[src/rtl/insn_prefetch_pkg.sv]
// -----------------------------------------------------------------------------
// insn_prefetch_pkg
//
// Shared constants for the instruction prefetch unit:
//   - fetch state machine encodings (PF_IDLE / PF_REQ / PF_DROP)
//   - instruction word width
// Imported by insn_prefetch and insn_fifo.
// -----------------------------------------------------------------------------
package insn_prefetch_pkg;

    // Width of one instruction word returned by memory.
    localparam int INSN_W = 32;

    // Fetch state machine encodings.
    //   PF_IDLE : no request outstanding (mem_req=0)
    //   PF_REQ  : request outstanding, returned word will be queued
    //   PF_DROP : request outstanding, returned word will be discarded
    //             because a redirect arrived after the request was issued
    localparam int          PF_STATE_W = 2;
    localparam logic [1:0]  PF_IDLE    = 2'b00;
    localparam logic [1:0]  PF_REQ     = 2'b01;
    localparam logic [1:0]  PF_DROP    = 2'b10;

endpackage : insn_prefetch_pkg

[src/rtl/insn_fifo.sv]
// -----------------------------------------------------------------------------
// insn_fifo
//
// Synchronous FIFO holding {fetch address, instruction word} entries.
// Read data is taken combinationally from storage at the read pointer, so a
// word written at edge N is visible at the head right after edge N.
//
// Ports:
//   clk, rst_n     clock, asynchronous active-low reset
//   flush_i        empty the FIFO at the next edge; wins over push and pop
//   push_i         write wdata_i (ignored when full unless a pop frees a slot)
//   wdata_i        entry to write
//   pop_i          remove the head entry (ignored when empty)
//   valid_o        FIFO non-empty
//   rdata_o        head entry, zero when empty
//   count_next_o   occupancy after this cycle's flush/push/pop
//
// DEPTH must be a power of two and at least 2 so the pointers wrap naturally.
// -----------------------------------------------------------------------------
module insn_fifo
    import insn_prefetch_pkg::*;
#(
    parameter int DEPTH = 4,
    parameter int WIDTH = INSN_W + 8
) (
    input  logic                     clk,
    input  logic                     rst_n,
    input  logic                     flush_i,
    input  logic                     push_i,
    input  logic [WIDTH-1:0]         wdata_i,
    input  logic                     pop_i,
    output logic                     valid_o,
    output logic [WIDTH-1:0]         rdata_o,
    output logic [$clog2(DEPTH):0]   count_next_o
);

    localparam int PW = $clog2(DEPTH);
    localparam int CW = PW + 1;

    logic [WIDTH-1:0] mem_q [DEPTH];

    logic [PW-1:0] wr_ptr_q, wr_ptr_d;
    logic [PW-1:0] rd_ptr_q, rd_ptr_d;
    logic [CW-1:0] count_q,  count_d;

    logic empty;
    logic full;
    logic push_ok;
    logic pop_ok;

    assign empty = (count_q == '0);
    assign full  = (count_q == CW'(DEPTH));

    // A push into a full FIFO is accepted when the head leaves in the same
    // cycle: the freed slot is the one being written.
    assign pop_ok  = pop_i && !empty;
    assign push_ok = push_i && (!full || pop_ok);

    always_comb begin
        wr_ptr_d = wr_ptr_q;
        rd_ptr_d = rd_ptr_q;
        count_d  = count_q;
        if (flush_i) begin
            wr_ptr_d = '0;
            rd_ptr_d = '0;
            count_d  = '0;
        end else begin
            if (push_ok) begin
                wr_ptr_d = wr_ptr_q + PW'(1);
            end
            if (pop_ok) begin
                rd_ptr_d = rd_ptr_q + PW'(1);
            end
            count_d = count_q + CW'(push_ok) - CW'(pop_ok);
        end
    end

    always_ff @(posedge clk or negedge rst_n) begin
        if (!rst_n) begin
            wr_ptr_q <= '0;
            rd_ptr_q <= '0;
            count_q  <= '0;
        end else begin
            wr_ptr_q <= wr_ptr_d;
            rd_ptr_q <= rd_ptr_d;
            count_q  <= count_d;
        end
    end

    // Storage needs no reset: an entry is only read after it was written.
    always_ff @(posedge clk) begin
        if (push_ok && !flush_i) begin
            mem_q[wr_ptr_q] <= wdata_i;
        end
    end

    assign valid_o      = !empty;
    assign rdata_o      = empty ? '0 : mem_q[rd_ptr_q];
    assign count_next_o = count_d;

endmodule : insn_fifo

[src/rtl/insn_prefetch.sv]
// -----------------------------------------------------------------------------
// insn_prefetch
//
// Instruction prefetch unit. Fetches 32-bit words from a variable-latency
// instruction memory (one request outstanding at most), queues them with their
// fetch address and hands them to the core. A redirect flushes the queue and
// restarts fetch at redirect_pc.
//
// Ports:
//   clk, rst_n     clock, asynchronous active-low reset
//   mem_req        request to instruction memory (registered)
//   mem_addr       word address of the request (registered, held until ack)
//   mem_ack        memory returns mem_rdata this cycle (only while mem_req=1)
//   mem_rdata      returned instruction word
//   insn_valid     head entry present
//   insn, insn_pc  head instruction word and its fetch address
//   insn_ready     core accepts the head
//   redirect       flush and restart fetch at redirect_pc
//   redirect_pc    new fetch address
//   dbg_state      current fetch state (PF_IDLE / PF_REQ / PF_DROP)
//
// Handshakes: the core side transfers the head on a rising edge where
// insn_valid && insn_ready; insn_valid never depends on insn_ready. The memory
// side completes a request on a rising edge where mem_req && mem_ack; mem_addr
// is stable from the edge that raises mem_req until that completing edge.
// -----------------------------------------------------------------------------
module insn_prefetch
    import insn_prefetch_pkg::*;
#(
    parameter int                DEPTH    = 4,
    parameter int                ADDR_W   = 8,
    parameter logic [ADDR_W-1:0] RESET_PC = '0
) (
    input  logic                  clk,
    input  logic                  rst_n,
    output logic                  mem_req,
    output logic [ADDR_W-1:0]     mem_addr,
    input  logic                  mem_ack,
    input  logic [INSN_W-1:0]     mem_rdata,
    output logic                  insn_valid,
    output logic [INSN_W-1:0]     insn,
    output logic [ADDR_W-1:0]     insn_pc,
    input  logic                  insn_ready,
    input  logic                  redirect,
    input  logic [ADDR_W-1:0]     redirect_pc,
    output logic [PF_STATE_W-1:0] dbg_state
);

    localparam int FW = ADDR_W + INSN_W;
    localparam int CW = $clog2(DEPTH) + 1;

    // fetch_pc_q is the address of the next request not yet issued.
    logic [PF_STATE_W-1:0] state_q,    state_d;
    logic [ADDR_W-1:0]     fetch_pc_q, fetch_pc_d;
    logic [ADDR_W-1:0]     mem_addr_q, mem_addr_d;
    logic                  mem_req_q,  mem_req_d;

    logic          push;
    logic          pop;
    logic          space;
    logic [FW-1:0] fifo_rdata;
    logic [CW-1:0] fifo_count_next;

    // A word is kept only when it returns in PF_REQ with no redirect in the
    // same cycle; a redirect discards it and flushes the queue instead.
    assign push = (state_q == PF_REQ) && mem_ack && !redirect;
    assign pop  = insn_valid && insn_ready;

    // Room for one more word once this cycle's flush/push/pop has settled.
    // Issuing only under this condition keeps an outstanding request's word
    // guaranteed a slot when it returns.
    assign space = (fifo_count_next < CW'(DEPTH));

    insn_fifo #(
        .DEPTH (DEPTH),
        .WIDTH (FW)
    ) u_fifo (
        .clk          (clk),
        .rst_n        (rst_n),
        .flush_i      (redirect),
        .push_i       (push),
        .wdata_i      ({mem_addr_q, mem_rdata}),
        .pop_i        (pop),
        .valid_o      (insn_valid),
        .rdata_o      (fifo_rdata),
        .count_next_o (fifo_count_next)
    );

    always_comb begin
        state_d    = state_q;
        fetch_pc_d = fetch_pc_q;
        mem_addr_d = mem_addr_q;
        case (state_q)
            PF_IDLE: begin
                // A redirect flushes the queue, so space is always available.
                if (redirect) begin
                    state_d    = PF_REQ;
                    mem_addr_d = redirect_pc;
                    fetch_pc_d = redirect_pc + ADDR_W'(1);
                end else if (space) begin
                    state_d    = PF_REQ;
                    mem_addr_d = fetch_pc_q;
                    fetch_pc_d = fetch_pc_q + ADDR_W'(1);
                end
            end
            PF_REQ: begin
                if (mem_ack) begin
                    if (redirect) begin
                        mem_addr_d = redirect_pc;
                        fetch_pc_d = redirect_pc + ADDR_W'(1);
                    end else if (space) begin
                        mem_addr_d = fetch_pc_q;
                        fetch_pc_d = fetch_pc_q + ADDR_W'(1);
                    end else begin
                        state_d = PF_IDLE;
                    end
                end else if (redirect) begin
                    // The in-flight request cannot be recalled; its word is
                    // thrown away and fetch resumes at redirect_pc afterwards.
                    state_d    = PF_DROP;
                    fetch_pc_d = redirect_pc;
                end
            end
            PF_DROP: begin
                if (mem_ack) begin
                    state_d = PF_REQ;
                    if (redirect) begin
                        mem_addr_d = redirect_pc;
                        fetch_pc_d = redirect_pc + ADDR_W'(1);
                    end else begin
                        mem_addr_d = fetch_pc_q;
                        fetch_pc_d = fetch_pc_q + ADDR_W'(1);
                    end
                end else if (redirect) begin
                    fetch_pc_d = redirect_pc;
                end
            end
            default: begin
                state_d = PF_IDLE;
            end
        endcase
    end

    assign mem_req_d = (state_d != PF_IDLE);

    always_ff @(posedge clk or negedge rst_n) begin
        if (!rst_n) begin
            state_q    <= PF_IDLE;
            fetch_pc_q <= RESET_PC;
            mem_addr_q <= '0;
            mem_req_q  <= 1'b0;
        end else begin
            state_q    <= state_d;
            fetch_pc_q <= fetch_pc_d;
            mem_addr_q <= mem_addr_d;
            mem_req_q  <= mem_req_d;
        end
    end

    assign mem_req   = mem_req_q;
    assign mem_addr  = mem_addr_q;
    assign insn      = fifo_rdata[INSN_W-1:0];
    assign insn_pc   = fifo_rdata[FW-1:INSN_W];
    assign dbg_state = state_q;

endmodule : insn_prefetch

[config.mk]
export PLATFORM = sky130hd
export DESIGN_NAME = insn_prefetch
export DESIGN_NICKNAME = d
export VERILOG_FILES = /design/src/rtl/insn_prefetch_pkg.sv /design/src/rtl/insn_fifo.sv /design/src/rtl/insn_prefetch.sv
export SDC_FILE = /design/constraint.sdc
export NUM_CORES = 1
export LEC_CHECK = 0
export BUFFER_PORTS_ARGS = -buffer_cell sky130_fd_sc_hd__buf_2
export CORE_MARGIN = 2
export CORE_UTILIZATION = 52
export DETAILED_ROUTE_END_ITERATION = 8
export PLACE_DENSITY = 0.76
export SLEW_MARGIN = 0
export SYNTH_ARGS = -nofsm -noshare
export SYNTH_HDL_FRONTEND = slang
export SYNTH_HIERARCHICAL = 1
export SYNTH_SLANG_ARGS = --single-unit
[constraint.sdc]
create_clock -name clk -period 5.4 [get_ports clk]
set_clock_uncertainty 0.15 [all_clocks]
set_input_delay 0.27 -clock clk [delete_from_list [all_inputs] [get_ports clk]]
set_output_delay 0.27 -clock clk [all_outputs]
set_load 0.01 [all_outputs]
==> reports/metrics.cfg, run 1 <==
[floorplanning]
io-pin-count=97
dieWidth_um=130
rows=46
core_area_um2=15700
die_area_um2=16900
fp.dieH_um=130
start_util_pct=52.5

[global_route]
antenna_found_initial=0
grt_max_degree=46
grt_pass1_wl_um=26100
gr-total-overflow=0
grt_pass1_vias=4939
grt_usage_pct=20.8

[logic_synthesis]
syn_nets=573
avgSynthCellArea_um2=16.0
ys_seq_elements=186
synth_ff_type=edfxtp_1
syn_inst=515
synth_area_um2=8240
synth_warnings=6
synth_seq_area_share_pct=66.2
yosysUniqueCellTypes=60
synth_edf_count=160
async_flop_share_pct=14.0

[placement]
dp_hpwl_um=10300
port_buffers=96
place_congestion=0.885
dpl_cell_area_um2=8870

[hold_path]
hp-start=redirect_pc[1]
hold_class=input port to flop

[cts]
clk_latency_ns=0.42
cts.path.max_buffers=2
cts_tree=built
hold_buffers=33
cts_resized=0
path_clk_slew_ns=0.07
cts_max_level=4
cts_made_buffers=17
postCtsSetupRepairBufs=0
clock-sinks=186
cts-root-buf=clkbuf_16

[worst_setup_path]
required_ns=5.56
startpoint_type=flop
critical_path_arrival_ns=4.28
cp_max_fo=13
cp-startpoint=dbg_state[1]
rr_startpoint=dbg_state[1]
path_class=flop to flop
endpoint_kind=flop

[power]
total_power_mw=4.26
ir_worst_vdd_mv=0.246
powerDensity_nw_per_um2=436
power.leakage_nw=3.52

[timing]
slew_violations=0
max_slew_margin_pct=22.1
worst_pin_slew_ns=1.17
layout_min_cycle_time_ns=4.12
whs_ns=0.0705
hold_viol_final=0
fin_crit_sh_pct=76.3
rsz0062_at_grt=no
tns_ns=0
fmax_mhz=243
setup_viol_count_final=0

[detailed_routing]
vias=4957
post_drt_wl_per_cell_um=19.5
routed_wl_um=16900
drtIter0Drc=365
firstDrtPassIters=5
postRouteAntennaNets=0
drc_errors=0
vias_per_cell=5.72

[status]
status=finished, final reports clean

[layout]
area_growth_pct=18.6
nNetsFinal=696
drive_above_1_share_pct=28.0
final_area_um2=9770
antenna_cells=0

[run]
maxCapViolations=0

==> cell usage in the layout (no fill, tap or decap), types with 5 or more instances in the layout <==
cell type / Yosys / layout
a21oi_1: 8 / 8
buf_2: 10 / 96
buf_4: 1 / 5
clkbuf_16: 0 / 17
dfrtp_1: 26 / 24
dlygate4sd3_1: 0 / 33
edfxtp_1: 160 / 160
ha_1: 12 / 12
inv_1: 15 / 15
mux2i_1: 11 / 11
mux4_2: 40 / 40
nand2_1: 21 / 21
nand2b_1: 10 / 10
nand3_1: 7 / 7
nor2_1: 21 / 21
nor2b_1: 46 / 46
o21ai_0: 20 / 20
xnor2_1: 7 / 7
==> per-layer routing <==
layer / track usage (%) / share of wire [%] / up-vias
met1: 26.9 / 43 / 2552
met4: 7.02 / 1.4 / 0
met2: 34.7 / 50 / 155
met5: 0 / 0 / -
li1: - / - / 2230
met3: 5.21 / 4.7 / 20
==> registers in the layout, indices dropped and copies added (netlist names) <==
| register | cells |
|---|---|
| mem_addr | 8 |
| u_fifo/mem_q | 160 |
| fetch_pc_q | 8 |
| u_fifo/count_q | 3 |
| dbg_state | 2 |
| mem_req | 1 |
| u_fifo/wr_ptr_q | 2 |
| u_fifo/rd_ptr_q | 2 |
==> worst paths after layout <==
kind | endpoint | slack, ns | cells past startpoint
worst max register to register | fetch_pc_q[7] | 1.28 | 18
max in group asynchronous | u_fifo/rd_ptr_q[0] | 4.37 | 2
min in group asynchronous | fetch_pc_q[7] | 0.25 | 2
worst min-delay path | fetch_pc_q[1] | 0.07 | 3
worst min register to register | u_fifo/mem_q[2][37] | 0.39 | 0
worst max-delay path | fetch_pc_q[7] | 1.28 | 18
==> per-stage QoR <==
stage,cells,util [%],worst slack [ns]
floorplan,515,-,1.31
global placement,802,56.5,1.51
detailed placement,802,56.5,1.35
CTS,867,62.2,1.31
global route,867,62.2,0.978
finish,867,62.2,1.28
==> layout make-up <==
type                    count  area, um2
clock buffers              22        454
clock inverters            10        118
fillers                  1159       5940
inverters                  15       56.3
multi-input cells         284       2570
flip-flops and latches    186       5460
well taps                 216        270
repair buffers            134        848
==> cell usage after synthesis (6+ instances only) <==
master,count,area [um2]
a21oi_1,8,40.0
and2_1,7,43.8
buf_2,10,50.1
buf_6,6,67.6
clkbuf_1,13,48.8
dfrtp_1,26,651
edfxtp_1,160,4800
ha_1,12,150
inv_1,15,56.3
mux2i_1,11,110
mux4_2,40,901
nand2_1,21,78.8
nand2b_1,10,62.6
nand3_1,7,35.0
nor2_1,21,78.8
nor2b_1,46,288
o21ai_0,20,100
xnor2_1,7,61.3
==> report_power, final <==
group | total (mW) | internal, mW | switching (mW)
clock | 1.21 | 0.698 | 0.508
combinational | 1.20 | 0.505 | 0.692
sequential | 1.86 | 1.71 | 0.153
==> critical path: stages (launching register included) <==
cell and delay [ns]:
dfrtp_1 0.44, inv_1 0.12, ha_1 0.46, and3_1 0.24, nor2b_1 0.28, inv_1 0.09
ha_1 0.28, inv_1 0.06, ha_1 0.13, inv_1 0.05, fa_1 0.39, xnor2_1 0.18
nor2_1 0.06, buf_4 0.20, nand4b_1 0.25, nor2_1 0.18, xnor2_1 0.13, o22ai_1 0.08
a311o_1 0.27
==> kinds of logic (layout without fill, tap and decap cells) <==
family | Yosys count | in the layout | synth area share, %
multiplexers | 56 | 56 | 13.0
AO/OA/AOI/OAI | 66 | 66 | 5.39
XOR/XNOR | 11 | 11 | 1.17
buffers and inverters | 45 | 181 | 2.79
AND/OR/NAND/NOR | 138 | 138 | 9.40
adder cells (fa/ha/maj) | 13 | 13 | 2.06
flip-flops | 186 | 186 | 66.2
Power figures use the tool's default switching activity.
==> inputs of run 2 (changes only) <==
--- a/config.mk
+++ b/config.mk
@@ -5,6 +5,7 @@
 export SDC_FILE = /design/constraint.sdc
 export NUM_CORES = 1
 export LEC_CHECK = 0
+export ABC_AREA = 1
 export BUFFER_PORTS_ARGS = -buffer_cell sky130_fd_sc_hd__buf_2
 export CORE_MARGIN = 2
 export CORE_UTILIZATION = 52
==> constraint.sdc (replaced) <==
create_clock -name clk -period 3.85 [get_ports clk]
set_clock_uncertainty 0.15 [all_clocks]
set_input_delay 0.1925 -clock clk [delete_from_list [all_inputs] [get_ports clk]]
set_output_delay 0.1925 -clock clk [all_outputs]
set_load 0.01 [all_outputs]
==> run 2 against run 1 <==
  * Power up 45%
  * Critical endpoint is now mem_req
  * Final area up 6.2%
  * Global-route usage up 2.0 points
  * Largest power group unchanged
  * Clock power up 44%
  * Synthesized cell count up 78%
  * Wire length up 15%
  * Via count up 31%
  * Flip-flop and latch count unchanged
==> reports/metrics.cfg, run 2 <==
[status]
status=finished, final reports clean

[timing]
slew_violations=0
setup_viol_count_final=0
setup_slack_ns=0.329
max_slew_margin_pct=41.3
layout_min_cycle_time_ns=3.52
tns_ns=0
fin_crit_sh_pct=91.5
fmax_mhz=284
worst_pin_slew_ns=0.880
hold_viol_final=0

[layout]
final_cells=1275
layout_commonest_cell=nand2_1
nNetsFinal=1100
fillers=1284
drive_above_1_share_pct=15.5
area_growth_pct=19.4
regMostFlops=u_fifo/mem_q
largest_reg_flops=160
multi_input_area_um2=2580
seqCellArea_um2=5460
antenna_cells=0
final_cell_mix=nand2_1, edfxtp_1, inv_1

[power]
total_power_mw=6.19
internal_power_mw=4.02
power.leakage_nw=4.67
p_switching_mw=2.17
powerDensity_nw_per_um2=597
seqPwrFrac_pct=41.4
p_comb_share_pct=30.6
ir_worst_vdd_mv=0.358
pwr-share-clk_pct=28.0
swShare_pct=35.0

[global_route]
antenna_found_initial=0
grt_pass1_vias=6238
grt_pass1_wl_um=31200
gr-total-overflow=0
grt_usage_pct=22.8
grt_max_degree=84

[logic_synthesis]
synth_warnings=6
yosysMostFrequentCell=nand2_1
synth_ff_type=edfxtp_1
synth_seq_area_share_pct=62.8
yosys-top-cells-area=edfxtp_1, nand2_1, dfrtp_1
syn_inst=918
ys_seq_elements=186
syn_nets=976
synth_edf_count=160
yosysUniqueCellTypes=36
synth_area_um2=8690
yosys.area.top_type_share_pct=55.3
yosysTopAreaCell=edfxtp_1
async_flop_share_pct=14.0
ys_top_cells_by_count=nand2_1, edfxtp_1, inv_1
avgSynthCellArea_um2=9.47

[detailed_routing]
vias=6496
drc_errors=0
routed_wl_um=19400
post_drt_wl_per_cell_um=15.2
drtIter0Drc=450
vias_per_cell=5.09
postRouteAntennaNets=0
firstDrtPassIters=5

[placement]
dp_hpwl_um=11700
place_inst=1209
place_congestion=0.928
dp_slack_ns=0.190
port_buffers=96

[floorplanning]
start_util_pct=52.8
rows=47
die_area_um2=17800
core_area_um2=16500
io-pin-count=97
fp.dieH_um=133
dieWidth_um=133

[cts]
clk_latency_ns=0.44
cts_made_buffers=17
clock-sinks=186
cts.path.max_buffers=2
postCtsSetupRepairBufs=0
path_clk_slew_ns=0.07
cts_tree=built
cts_max_level=4
cts-root-buf=clkbuf_16

[worst_setup_path]
cp_max_fo=6
endpoint_kind=flop
critical_path.max_stage_delay_ns=0.44
required_ns=4.03
path_class=flop to flop
startpoint_type=flop
crit_path_top_delay_cell=dfrtp_1
crit_chain=nor2_1 -> nand2_1 -> nand2_1 -> inv_1 -> nor2_1 -> nand2_1 -> nand2_1 -> ha_1 -> inv_1 -> ha_1 -> inv_1 -> fa_1 -> nand3_1 -> nand2_1 -> nor2_2 -> nand2_2 -> o21ai_1 -> o21ai_0 -> o21ai_0 -> a21oi_1 -> or2_1
critical_path_arrival_ns=3.70
crit_top_cell=nand2_1

[hold_path]
hold_class=input port to flop

[run]
maxCapViolations=0

[run 2: changes by cell type after synthesis, sizes merged, moves of 40 or more]
cell and delta:
nand2 +317, inv +115, nand3 +62, a21oi +48
nor2b -46, mux4 -40
[run 2: critical path: cells and delay by family, from the launching register on]
kind,cells,cell delay (ns)
AO/OA/AOI/OAI,4,0.48
adder cells (fa/ha/maj),3,0.75
buffers and inverters,3,0.17
flip-flops,1,0.44
AND/OR/NAND/NOR,11,1.44
[run 2: repair_timing]
action / 4_1_cts / 5_1_grt
setup endpoints to repair: 0 / 8
resized for setup: 0 / 2
endpoints found under the hold margin: 156 / 0
hold buffers: 34 / 0
[run 2: layout make-up]
cell class | count | area share [%]
clock buffers | 18 | 4.14
clock inverters | 14 | 1.58
inverters | 131 | 4.76
multi-input cells | 564 | 24.9
flip-flops and latches | 186 | 52.6
well taps | 220 | 2.65
repair buffers | 142 | 9.38
[run 2: metal layers]
layer | track usage, % | up-vias | wire length (um)
li1 | - | 3222 | -
met1 | 28.2 | 3041 | 7680
met2 | 40.0 | 209 | 10200
met3 | 4.64 | 24 | 1210
met4 | 7.57 | 0 | 286
met5 | 0 | - | 0
[run 2: power by group through the flow]
| stage | combinational, mW | sequential (mW) | clock, mW |
|---|---|---|---|
| CTS | 1.90 | 2.56 | 1.76 |
| global placement | 1.83 | 2.59 | 0 |
| global route | 2.11 | 2.59 | 1.86 |
| finish | 1.89 | 2.56 | 1.74 |
| detailed placement | 1.86 | 2.60 | 0 |
| floorplan | 1.19 | 2.58 | 0 |
[run 2: cell families (layout without fill, tap and decap cells)]
logic type / count (synthesis) / count (layout) / share of synthesized area [%]
buffers and inverters: 168 / 305 / 7.95
flip-flops: 186 / 186 / 62.8
XOR/XNOR: 1 / 1 / 0.101
AND/OR/NAND/NOR: 453 / 453 / 21.1
adder cells (fa/ha/maj): 13 / 13 / 1.96
AO/OA/AOI/OAI: 97 / 97 / 6.13
[run 2: path summary, 6_finish.rpt]
| check | start | end | slack [ns] | depth (start not counted) |
|---|---|---|---|---|
| min reg2reg | fetch_pc_q[7] | fetch_pc_q[7] | 0.42 | 2 |
| min | redirect_pc[4] | mem_addr[4] | 0.06 | 5 |
| max in group asynchronous | rst_n | u_fifo/rd_ptr_q[0] | 2.94 | 2 |
| min in group asynchronous | rst_n | mem_req | 0.15 | 2 |
| max reg2reg | u_fifo/count_q[1] | mem_req | 0.33 | 21 |
| max | u_fifo/count_q[1] | mem_req | 0.33 | 21 |
[run 2: through the flow]
stage / hold slack, ns / utilization (%) / instance area, um2
floorplan: -0.253 / - / 8690
global placement: 0.0930 / 57.3 / 9440
detailed placement: 0.0998 / 57.3 / 9440
CTS: 0.0435 / 63.0 / 10400
global route: 0.0817 / 63.0 / 10400
finish: 0.0593 / 63.0 / 10400
==> inputs of run 3 (changes only) <==
==> constraint.sdc (replaced) <==
create_clock -name clk -period 3.9 [get_ports clk]
set_clock_uncertainty 0.15 [all_clocks]
set_input_delay 0.195 -clock clk [delete_from_list [all_inputs] [get_ports clk]]
set_output_delay 0.195 -clock clk [all_outputs]
set_load 0.01 [all_outputs]
==> run 3 against run 2 <==
  * Flip-flop and latch count unchanged
  * Global-route usage fell by 0.89 points
  * Worst setup slack improved by 0.058 ns
  * Sequential share of layout area is 0.15 points higher
  * Worst hold slack improved by 0.021 ns
  * Critical path depth fell by 3
  * Highest routed layer unchanged
==> reports/metrics.cfg, run 3 (synthesis results as in run 2) <==
[worst_setup_path]
cp-startpoint=dbg_state[1]
crit_path_top_delay_cell=dfrtp_1
crit_chain=inv_1 -> ha_1 -> inv_1 -> nor3_2 -> nand2_1 -> ha_1 -> inv_1 -> ha_1 -> inv_1 -> fa_1 -> a21oi_1 -> nor2_4 -> nand2_2 -> inv_2 -> a211oi_4 -> inv_4 -> nand2_1 -> o21ai_2
endpoint_kind=flop
path_class=flop to flop
rr_startpoint=dbg_state[1]
crit_family=adder cells
rr_worst_depth=18
crit_top_cell=inv_1
critPathBufInv=6
critical_path.max_stage_delay_ns=0.43
crit_cells=18
cp_max_fo=9
critical_path_arrival_ns=3.66
startpoint_type=flop
required_ns=4.05

[detailed_routing]
drtIter0Drc=455
postRouteAntennaNets=0
vias=6554
firstDrtPassIters=6
drc_errors=0
routed_wl_um=19000
vias_per_cell=5.13
post_drt_wl_per_cell_um=14.9

[timing]
rsz0062_at_grt=no
hold_viol_final=0
setup_viol_count_final=0
tns_ns=0
layout_min_cycle_time_ns=3.51
worst_pin_slew_ns=0.887
fin_crit_sh_pct=90.1
slew_violations=0
fmax_mhz=285
setup_slack_ns=0.387
max_slew_margin_pct=40.9

[layout]
regMostFlops=u_fifo/mem_q
nNetsFinal=1103
layout_commonest_cell=nand2_1
final_cell_mix=nand2_1, edfxtp_1, inv_1
area_growth_pct=19.0
fillers=1317
largest_reg_flops=160
antenna_cells=0
final_util_pct=62.8
drive_above_1_share_pct=15.4

[cts]
cts_made_buffers=17
clock-sinks=186
path_clk_slew_ns=0.07
postCtsSetupRepairBufs=0
cts.path.max_buffers=2
cts_max_level=4
cts_tree=built
cts-root-buf=clkbuf_16
clk_latency_ns=0.43

[power]
internal_power_mw=3.96
power.leakage_nw=4.66
powerDensity_nw_per_um2=584
p_comb_share_pct=31.1
ir_worst_vdd_mv=0.424
pwr-share-clk_pct=27.0
p_switching_mw=2.08
seqPwrFrac_pct=41.9
swShare_pct=34.4

[floorplanning]
die_area_um2=17800
dieWidth_um=133
io-pin-count=97
fp.dieH_um=133
core_area_um2=16500
start_util_pct=52.8
rows=47

[global_route]
gr-total-overflow=0
antenna_found_initial=0
grt_pass1_wl_um=30100
grt_usage_pct=21.9
grt_pass1_vias=6025
grt_max_degree=84

[placement]
port_buffers=96
dp_slack_ns=0.229
place_congestion=0.929
dp_hpwl_um=11600

[run]
maxCapViolations=0

[hold_path]
hp-start=redirect_pc[4]
hold_class=input port to flop
min_path_cells=5

[status]
status=finished, final reports clean

[run 3: changes by cell type in the layout (fill, tap and decap cells not counted), sizes merged]
cell | previous run | this run
buf | 108 | 111
clkbuf | 18 | 21
clkinvlp | 2 | 3
inv | 136 | 132
[run 3: final cells by class]
class                           instances  area (um2)  area share, %
Clock inverter                         11         120           1.16
Sequential cell                       186        5460           52.8
Tap cell                              220         275           2.66
Multi-Input combinational cell        564        2590           25.0
Inverter                              131         494           4.78
Timing Repair Buffer                  145         971           9.38
Clock buffer                           21         440           4.26
[run 3: worst paths after layout]
check	to	slack, ns
hold reg to reg	fetch_pc_q[7]	0.40
setup / recovery	mem_addr[0]	0.39
hold / removal	mem_addr[4]	0.08
max in group asynchronous	u_fifo/rd_ptr_q[1]	3.03
min in group asynchronous	mem_req	0.14
setup reg to reg	mem_addr[0]	0.39
[run 3: worst register-to-register path: cells and delay by family (launching register included)]
kind / cells / cell delay, ns
flops: 1 / 0.43
compound gates: 3 / 0.68
fa+ha+maj: 4 / 0.95
simple gates: 5 / 0.69
buf+inv: 6 / 0.49
[run 3: stage by stage]
step | hold WS (ns) | area (um2) | cells | power (mW)
after floorplan | -0.251 | 8690 | 918 | 3.72
after global placement | 0.0835 | 9430 | 1212 | 4.38
after detailed placement | 0.0912 | 9430 | 1212 | 4.40
after CTS | 0.0585 | 10300 | 1278 | 6.06
after global routing | 0.100 | 10300 | 1278 | 6.40
final | 0.0805 | 10300 | 1278 | 6.04
[run 3: per-layer routing]
layer | up-vias | global-route usage (%) | part of all wire, % | wire length, um
met5 | - | 0 | 0 | 0
met4 | 0 | 6.68 | 1.2 | 236
met3 | 21 | 5.97 | 7.0 | 1340
met2 | 223 | 38.5 | 52 | 9790
met1 | 3076 | 26.3 | 40 | 7630
li1 | 3234 | - | - | -
[run 3: repair_timing]
item / in CTS / in global routing
resized for setup: 0 / 3
hold endpoints to repair: 156 / 0
hold buffers: 34 / 0
setup endpoints to repair: 0 / 4
[run 3: power groups by stage]
stage	Clock [mW]	Sequential, mW	Combinational, mW
final	1.63	2.53	1.88
after global routing	1.75	2.55	2.10
after CTS	1.66	2.53	1.88
after detailed placement	0	2.57	1.84
after global placement	0	2.56	1.82
after floorplan	0	2.55	1.18
